[config.mk]
export PLATFORM = sky130hd
export DESIGN_NAME = float_mult_fp16
export DESIGN_NICKNAME = d
export VERILOG_FILES = /design/src/rtl/float_mult_fp16.sv
export SDC_FILE = /design/constraint.sdc
export NUM_CORES = 1
export LEC_CHECK = 0
export CAP_MARGIN = 20
export CORE_MARGIN = 8
export CORE_UTILIZATION = 45
export DETAILED_ROUTE_END_ITERATION = 12
export HOLD_SLACK_MARGIN = 0.15
export PLACE_DENSITY = 0.75
export REMOVE_ABC_BUFFERS = 1
export SYNTH_ARGS = -nofsm -noshare
export SYNTH_HDL_FRONTEND = slang
export SYNTH_SLANG_ARGS = --single-unit
[constraint.sdc]
create_clock -name clk -period 3.6 [get_ports clk]
set_input_delay 0.72 -clock clk [delete_from_list [all_inputs] [get_ports clk]]
set_output_delay 0.72 -clock clk [all_outputs]
set_load 0.02 [all_outputs]
[src/rtl/float_mult_fp16.sv]
// float_mult_fp16: two-stage binary16 multiplier, flush-to-zero on subnormal
// inputs and outputs, round-to-nearest-even, canonical quiet NaN 16'h7E00.
// Stage 1 classifies the operands and forms the 22-bit significand product.
// Stage 2 normalizes, rounds, range-checks and registers the result.
module float_mult_fp16 (
    input  logic        clk,
    input  logic        rst_n,
    input  logic        in_valid,
    input  logic [15:0] floatA,
    input  logic [15:0] floatB,
    output logic        out_valid,
    output logic [15:0] product
);

    typedef struct packed {
        logic               sign;
        logic               nan;   // any NaN operand, or Inf x 0
        logic               inf;   // at least one Inf operand
        logic               zero;  // at least one zero/subnormal operand
        logic signed [7:0]  exp;   // eA + eB - 15, unnormalized
        logic [21:0]        prod;  // {1,fracA} * {1,fracB}
    } stage1T;

    // valid shift register: bit 0 = stage 1 occupied, bit 1 = output valid
    logic [1:0] vldPipe;
    stage1T     s1Next, s1;

    // ---------------- stage 1: classify and multiply ----------------
    logic [4:0]  expA, expB;
    logic [9:0]  fracA, fracB;
    logic        zeroA, zeroB, infA, infB, nanA, nanB;

    assign expA  = floatA[14:10];
    assign expB  = floatB[14:10];
    assign fracA = floatA[9:0];
    assign fracB = floatB[9:0];
    assign zeroA = (expA == 5'd0);
    assign zeroB = (expB == 5'd0);
    assign infA  = (expA == 5'd31) && (fracA == 10'd0);
    assign infB  = (expB == 5'd31) && (fracB == 10'd0);
    assign nanA  = (expA == 5'd31) && (fracA != 10'd0);
    assign nanB  = (expB == 5'd31) && (fracB != 10'd0);

    // operand classification and raw product for the stage 1 register
    always_comb begin
        s1Next      = '0;
        s1Next.sign = floatA[15] ^ floatB[15];
        s1Next.nan  = nanA | nanB | ((infA | infB) & (zeroA | zeroB));
        s1Next.inf  = infA | infB;
        s1Next.zero = zeroA | zeroB;
        s1Next.exp  = $signed({3'b000, expA}) + $signed({3'b000, expB}) - 8'sd15;
        s1Next.prod = 22'({1'b1, fracA}) * 22'({1'b1, fracB});
    end

    // ---------------- stage 2: normalize, round, pack ----------------
    logic               hi, guard, sticky, roundUp, carry;
    logic [9:0]         fracKeep, fracRnd;
    logic signed [7:0]  expFinal;
    logic [15:0]        result;

    // product in [1,4): bit 21 set means the value is >= 2 and shifts right once
    always_comb begin
        hi       = s1.prod[21];
        fracKeep = hi ? s1.prod[20:11] : s1.prod[19:10];
        guard    = hi ? s1.prod[10]    : s1.prod[9];
        sticky   = hi ? (|s1.prod[9:0]) : (|s1.prod[8:0]);
        roundUp  = guard & (sticky | fracKeep[0]);
        // a carry out of the fraction means 1.11..1 rounded to 10.0; the
        // wrapped fraction is already zero, only the exponent bumps
        {carry, fracRnd} = {1'b0, fracKeep} + {10'd0, roundUp};
        expFinal = s1.exp + $signed({7'd0, hi}) + $signed({7'd0, carry});
    end

    // special-case priority, then overflow/underflow range check
    always_comb begin
        result = '0;
        if (s1.nan)
            result = 16'h7E00;
        else if (s1.inf)
            result = {s1.sign, 5'h1F, 10'h000};
        else if (s1.zero)
            result = {s1.sign, 15'h0000};
        else if (expFinal >= 8'sd31)
            result = {s1.sign, 5'h1F, 10'h000};
        else if (expFinal <= 8'sd0)
            result = {s1.sign, 15'h0000};
        else
            result = {s1.sign, expFinal[4:0], fracRnd};
    end

    // pipeline registers; product only updates when a valid result arrives
    always_ff @(posedge clk or negedge rst_n) begin
        if (!rst_n) begin
            vldPipe <= '0;
            s1      <= '0;
            product <= 16'h0000;
        end else begin
            vldPipe <= {vldPipe[0], in_valid};
            if (in_valid)
                s1 <= s1Next;
            if (vldPipe[0])
                product <= result;
        end
    end

    assign out_valid = vldPipe[1];

endmodule

==> metrics.log <==
INFO  metric status = finished with violations
INFO  metric violated_checks = negative setup slack
INFO  metric final-max-slew-violation-count = 0
INFO  metric htree_num_levels = 2
INFO  metric crit_top_cell = fa_1
INFO  metric slew_headroom = 0.473
INFO  metric detailroute.via_count = 5787
INFO  metric clock-skew-final = between 0.004 and 0.005 ns
INFO  metric cp_data_required_time = ~3.8 ns
INFO  metric detail_route.first_pass.iterations = 4
INFO  metric cts.clk_slew.worst_paths = around 0.07 ns
INFO  metric n_fill_cell = between 1000 and 1500
INFO  metric final_antenna_net_count = 0
INFO  metric final_hold_viol_count = 0
INFO  metric clock_tree_from_tritoncts = built
INFO  metric syn-cell-area = between 0.006 and 0.007 mm²
INFO  metric critical_path_cell_count = 19
INFO  metric routed_wirelength = ~17 mm
INFO  metric pwr_density_cell = around 900 mW/mm²
INFO  metric delay_of_the_slowest_critical_path_stage = 0.58 ns
INFO  metric grt_start_max_net_pins = 44
INFO  metric initial_core_util = 0.454
INFO  metric post-route-cell-area = around 0.009 mm²
INFO  metric dp_cells = about 1100
INFO  metric number_of_global_route_vias_before_repair = roughly 6000
INFO  metric worstSetupStartpointType = input pin
INFO  metric critical_path.top_delay_family = adder cells
INFO  metric gr-usage-all-layers = 0.175
INFO  metric cp-end-kind = register
INFO  metric critical_path.slowest_cell = fa_1
INFO  metric synthDominantCellAreaShare = 0.241
INFO  metric cap_viol_max_count = 0
INFO  metric clock_tree.root_cell = clkbuf_16
INFO  metric area_leader_netlist = fa_1
INFO  metric synth-main-ff-cell = dfrtp_1
INFO  metric post_synth_main_area_contributors = fa_1 24%, dfrtp_1 19%, ha_1 13%
INFO  metric worst_slew_pin_slew = between 0.7 and 0.8 ns
INFO  metric gp_congestion = between 0.8 and 0.9
INFO  metric timing.hold.ws = ~0.49 ns
INFO  metric synth_sequential_area_ratio = 0.187
INFO  metric layout_setup_ws = -1.38 ns
INFO  metric post-route-min-period = about 5.0 ns
INFO  metric synth-edff-count = 0
INFO  metric yosys-top-cells-count = 149 x inv_1, 82 x fa_1, 79 x nand2_1
INFO  metric finalSetupViolations = 17
INFO  metric crit_buf_inv = 6
INFO  metric crit_path_cell_trace = buf_2 -> buf_4 -> buf_6 -> and2_4 -> fa_2 -> ha_4 -> fa_1 -> inv_2 -> fa_1 -> fa_1 -> inv_2 -> ha_4 -> o211ai_1 -> o211ai_2 -> a41oi_4 -> buf_6 -> o211ai_1 -> mux2i_1 -> nand3_1
INFO  metric fp-row-count = 45
INFO  metric cts_made_buffers = 5
INFO  metric drt_iter0_drc = about 260
INFO  metric fin_nets = approximately 1100
INFO  metric totalPowerFinal = between 8 and 9 mW
INFO  metric placeableCoreArea = roughly 0.015 mm²
INFO  metric die_x = around 140 µm
INFO  metric die_area = 0.0194 mm²
INFO  metric flow.area_growth_from_synthesis = 34.4%
INFO  metric power_leakage = around 4.4 nW
INFO  metric crit_fanout = 6
INFO  metric post-dp-hpwl = 13.1 mm
INFO  metric grt_overflow = 0
INFO  metric ys_seq_elements = roughly 50
INFO  metric period_utilization = 1.38
INFO  metric class_of_the_most_critical_setup_path = input pin to register
INFO  metric antenna_cells_inserted = 0
INFO  metric grt_pass1_wl = roughly 28 mm
INFO  metric hold_buffers = 0
INFO  metric buffer_ports.inserted = 51
INFO  metric timing.hold.worst.class = register to register
INFO  metric initial_antenna_violation_count = 0
INFO  metric post-place-ws = -2.27 ns
INFO  metric layout.core_utilization = 0.610
INFO  metric seqCellArea = roughly 0.0013 mm²
INFO  metric layout-drive-gt1-share = 0.305
INFO  metric wl_per_cell = around 16 µm
INFO  metric die_h = 139 µm
INFO  metric ratio_of_routed_vias_to_standard_cells = around 5.2
INFO  metric final_cell_count_no_fill = ~1100
INFO  metric peak_vdd_ir = between 0.0006 and 0.0007 V
INFO  metric total_drc_errors_in_the_routed_layout = 0
INFO  metric detailed_place.area = 0.00818 mm²
INFO  metric io-pin-count = 52
INFO  metric tns = -18.03 ns
INFO  metric clkLatencyLatePin = 0.29 ns
INFO  metric multi_input_area = approximately 0.0054 mm²
INFO  metric yosys.cell_count.top_type = inv_1
INFO  metric ys_types = between 50 and 60
INFO  metric rsz_0062_raised_after_global_routing = yes
INFO  metric yosys_warnings = 0
INFO  metric postSynthAreaPerCell = a little under 9 µm²
INFO  metric async_flop_share = 1.00
INFO  metric timing.fmax = 201 MHz
INFO  metric clkSinkCount = a little over 50
INFO  metric wp_data_arrival = around 5.2 ns
INFO  metric reg2regPathDepth = 14
INFO  metric cts.path.max_buffers = 2
INFO  metric postSynthCellCount = around 770
INFO  metric whs_path_depth = 2
## layout by cell type, fill, tap and decap left out, types with 6 or more instances in the layout
| cell | n |
|---|---|
| nor2_1 | 28 |
| xnor2_1 | 16 |
| and3_1 | 6 |
| nand2b_1 | 7 |
| nand2_1 | 63 |
| and2_4 | 7 |
| inv_1 | 125 |
| o21ai_0 | 17 |
| a21oi_1 | 28 |
| ha_4 | 18 |
| a21oi_2 | 8 |
| and2_1 | 34 |
| nand2_2 | 12 |
| clkdlybuf4s50_1 | 32 |
| nand3_1 | 16 |
| nor4_1 | 9 |
| buf_4 | 100 |
| fa_1 | 78 |
| buf_2 | 6 |
| ha_1 | 50 |
| dfrtp_1 | 51 |
| inv_2 | 23 |
| buf_6 | 31 |
| o22ai_1 | 8 |
| xor2_1 | 11 |
| mux2_2 | 15 |
## path summary, 6_finish.rpt
check	startpoint	to	slack, ns
max	floatA[1]	s1[18]$_DFFE_PN0P_	-1.38
min	s1[4]$_DFFE_PN0P_	s1[4]$_DFFE_PN0P_	0.49
max reg2reg	hi$_DFFE_PN0P_	product[0]$_DFFE_PN0P_	0.30
min reg2reg	s1[4]$_DFFE_PN0P_	s1[4]$_DFFE_PN0P_	0.49
max in group asynchronous	rst_n	product[13]$_DFFE_PN0P_	2.40
min in group asynchronous	rst_n	vldPipe[1]$_DFF_PN0_	0.50
## layout make-up
cell class	count	area share
Inverter	150	0.0617
Tap cell	188	0.0257
Clock buffer	5	0.0137
Sequential cell	51	0.139
Clock inverter	3	0.00478
Multi-Input combinational cell	534	0.589
Timing Repair Buffer	174	0.166
## state kept, by name, summed over array words and instances (netlist names)
register and cells:
vldPipe 2, s1 32, hi 1, product 16
## kinds of logic (layout without fill, tap and decap cells)
group                    count (synthesis)  count (layout)  share of synthesized area
XOR/XNOR                                32              32                     0.0411
multiplexers                            25              25                     0.0409
flip-flops                              51              51                      0.187
AO/OA/AOI/OAI                          112             112                      0.106
adder cells (fa/ha/maj)                152             152                      0.369
AND/OR/NAND/NOR                        213             213                      0.156
buffers and inverters                  181             332                      0.100
## timing repair
item / in CTS / in global routing
buffers inserted: 19 / 6
endpoints found under the setup margin: 18 / 30
resized for setup: 182 / 70
pin swaps: 73 / 47
## routing by layer
layer | vias up | wire length (µm) | track usage | part of all wire
li1 | 2765 | - | - | -
met1 | 2809 | 7170 | 0.209 | 0.41
met2 | 168 | 8840 | 0.315 | 0.51
met3 | 45 | 684 | 0.0213 | 0.040
met4 | 0 | 612 | 0.0670 | 0.035
met5 | - | 0 | 0 | 0
## report_power, final
part           internal, mW  switching (mW)
sequential            0.762           0.189
combinational          3.53            3.24
clock                 0.328           0.210
## tightest hold or removal path, stage by stage, from the launching register on
cell	delay [ns]
dfrtp_1	0.35
nand2_1	0.05
o21ai_0	0.06
No activity file was read; power rests on OpenSTA's default activity.
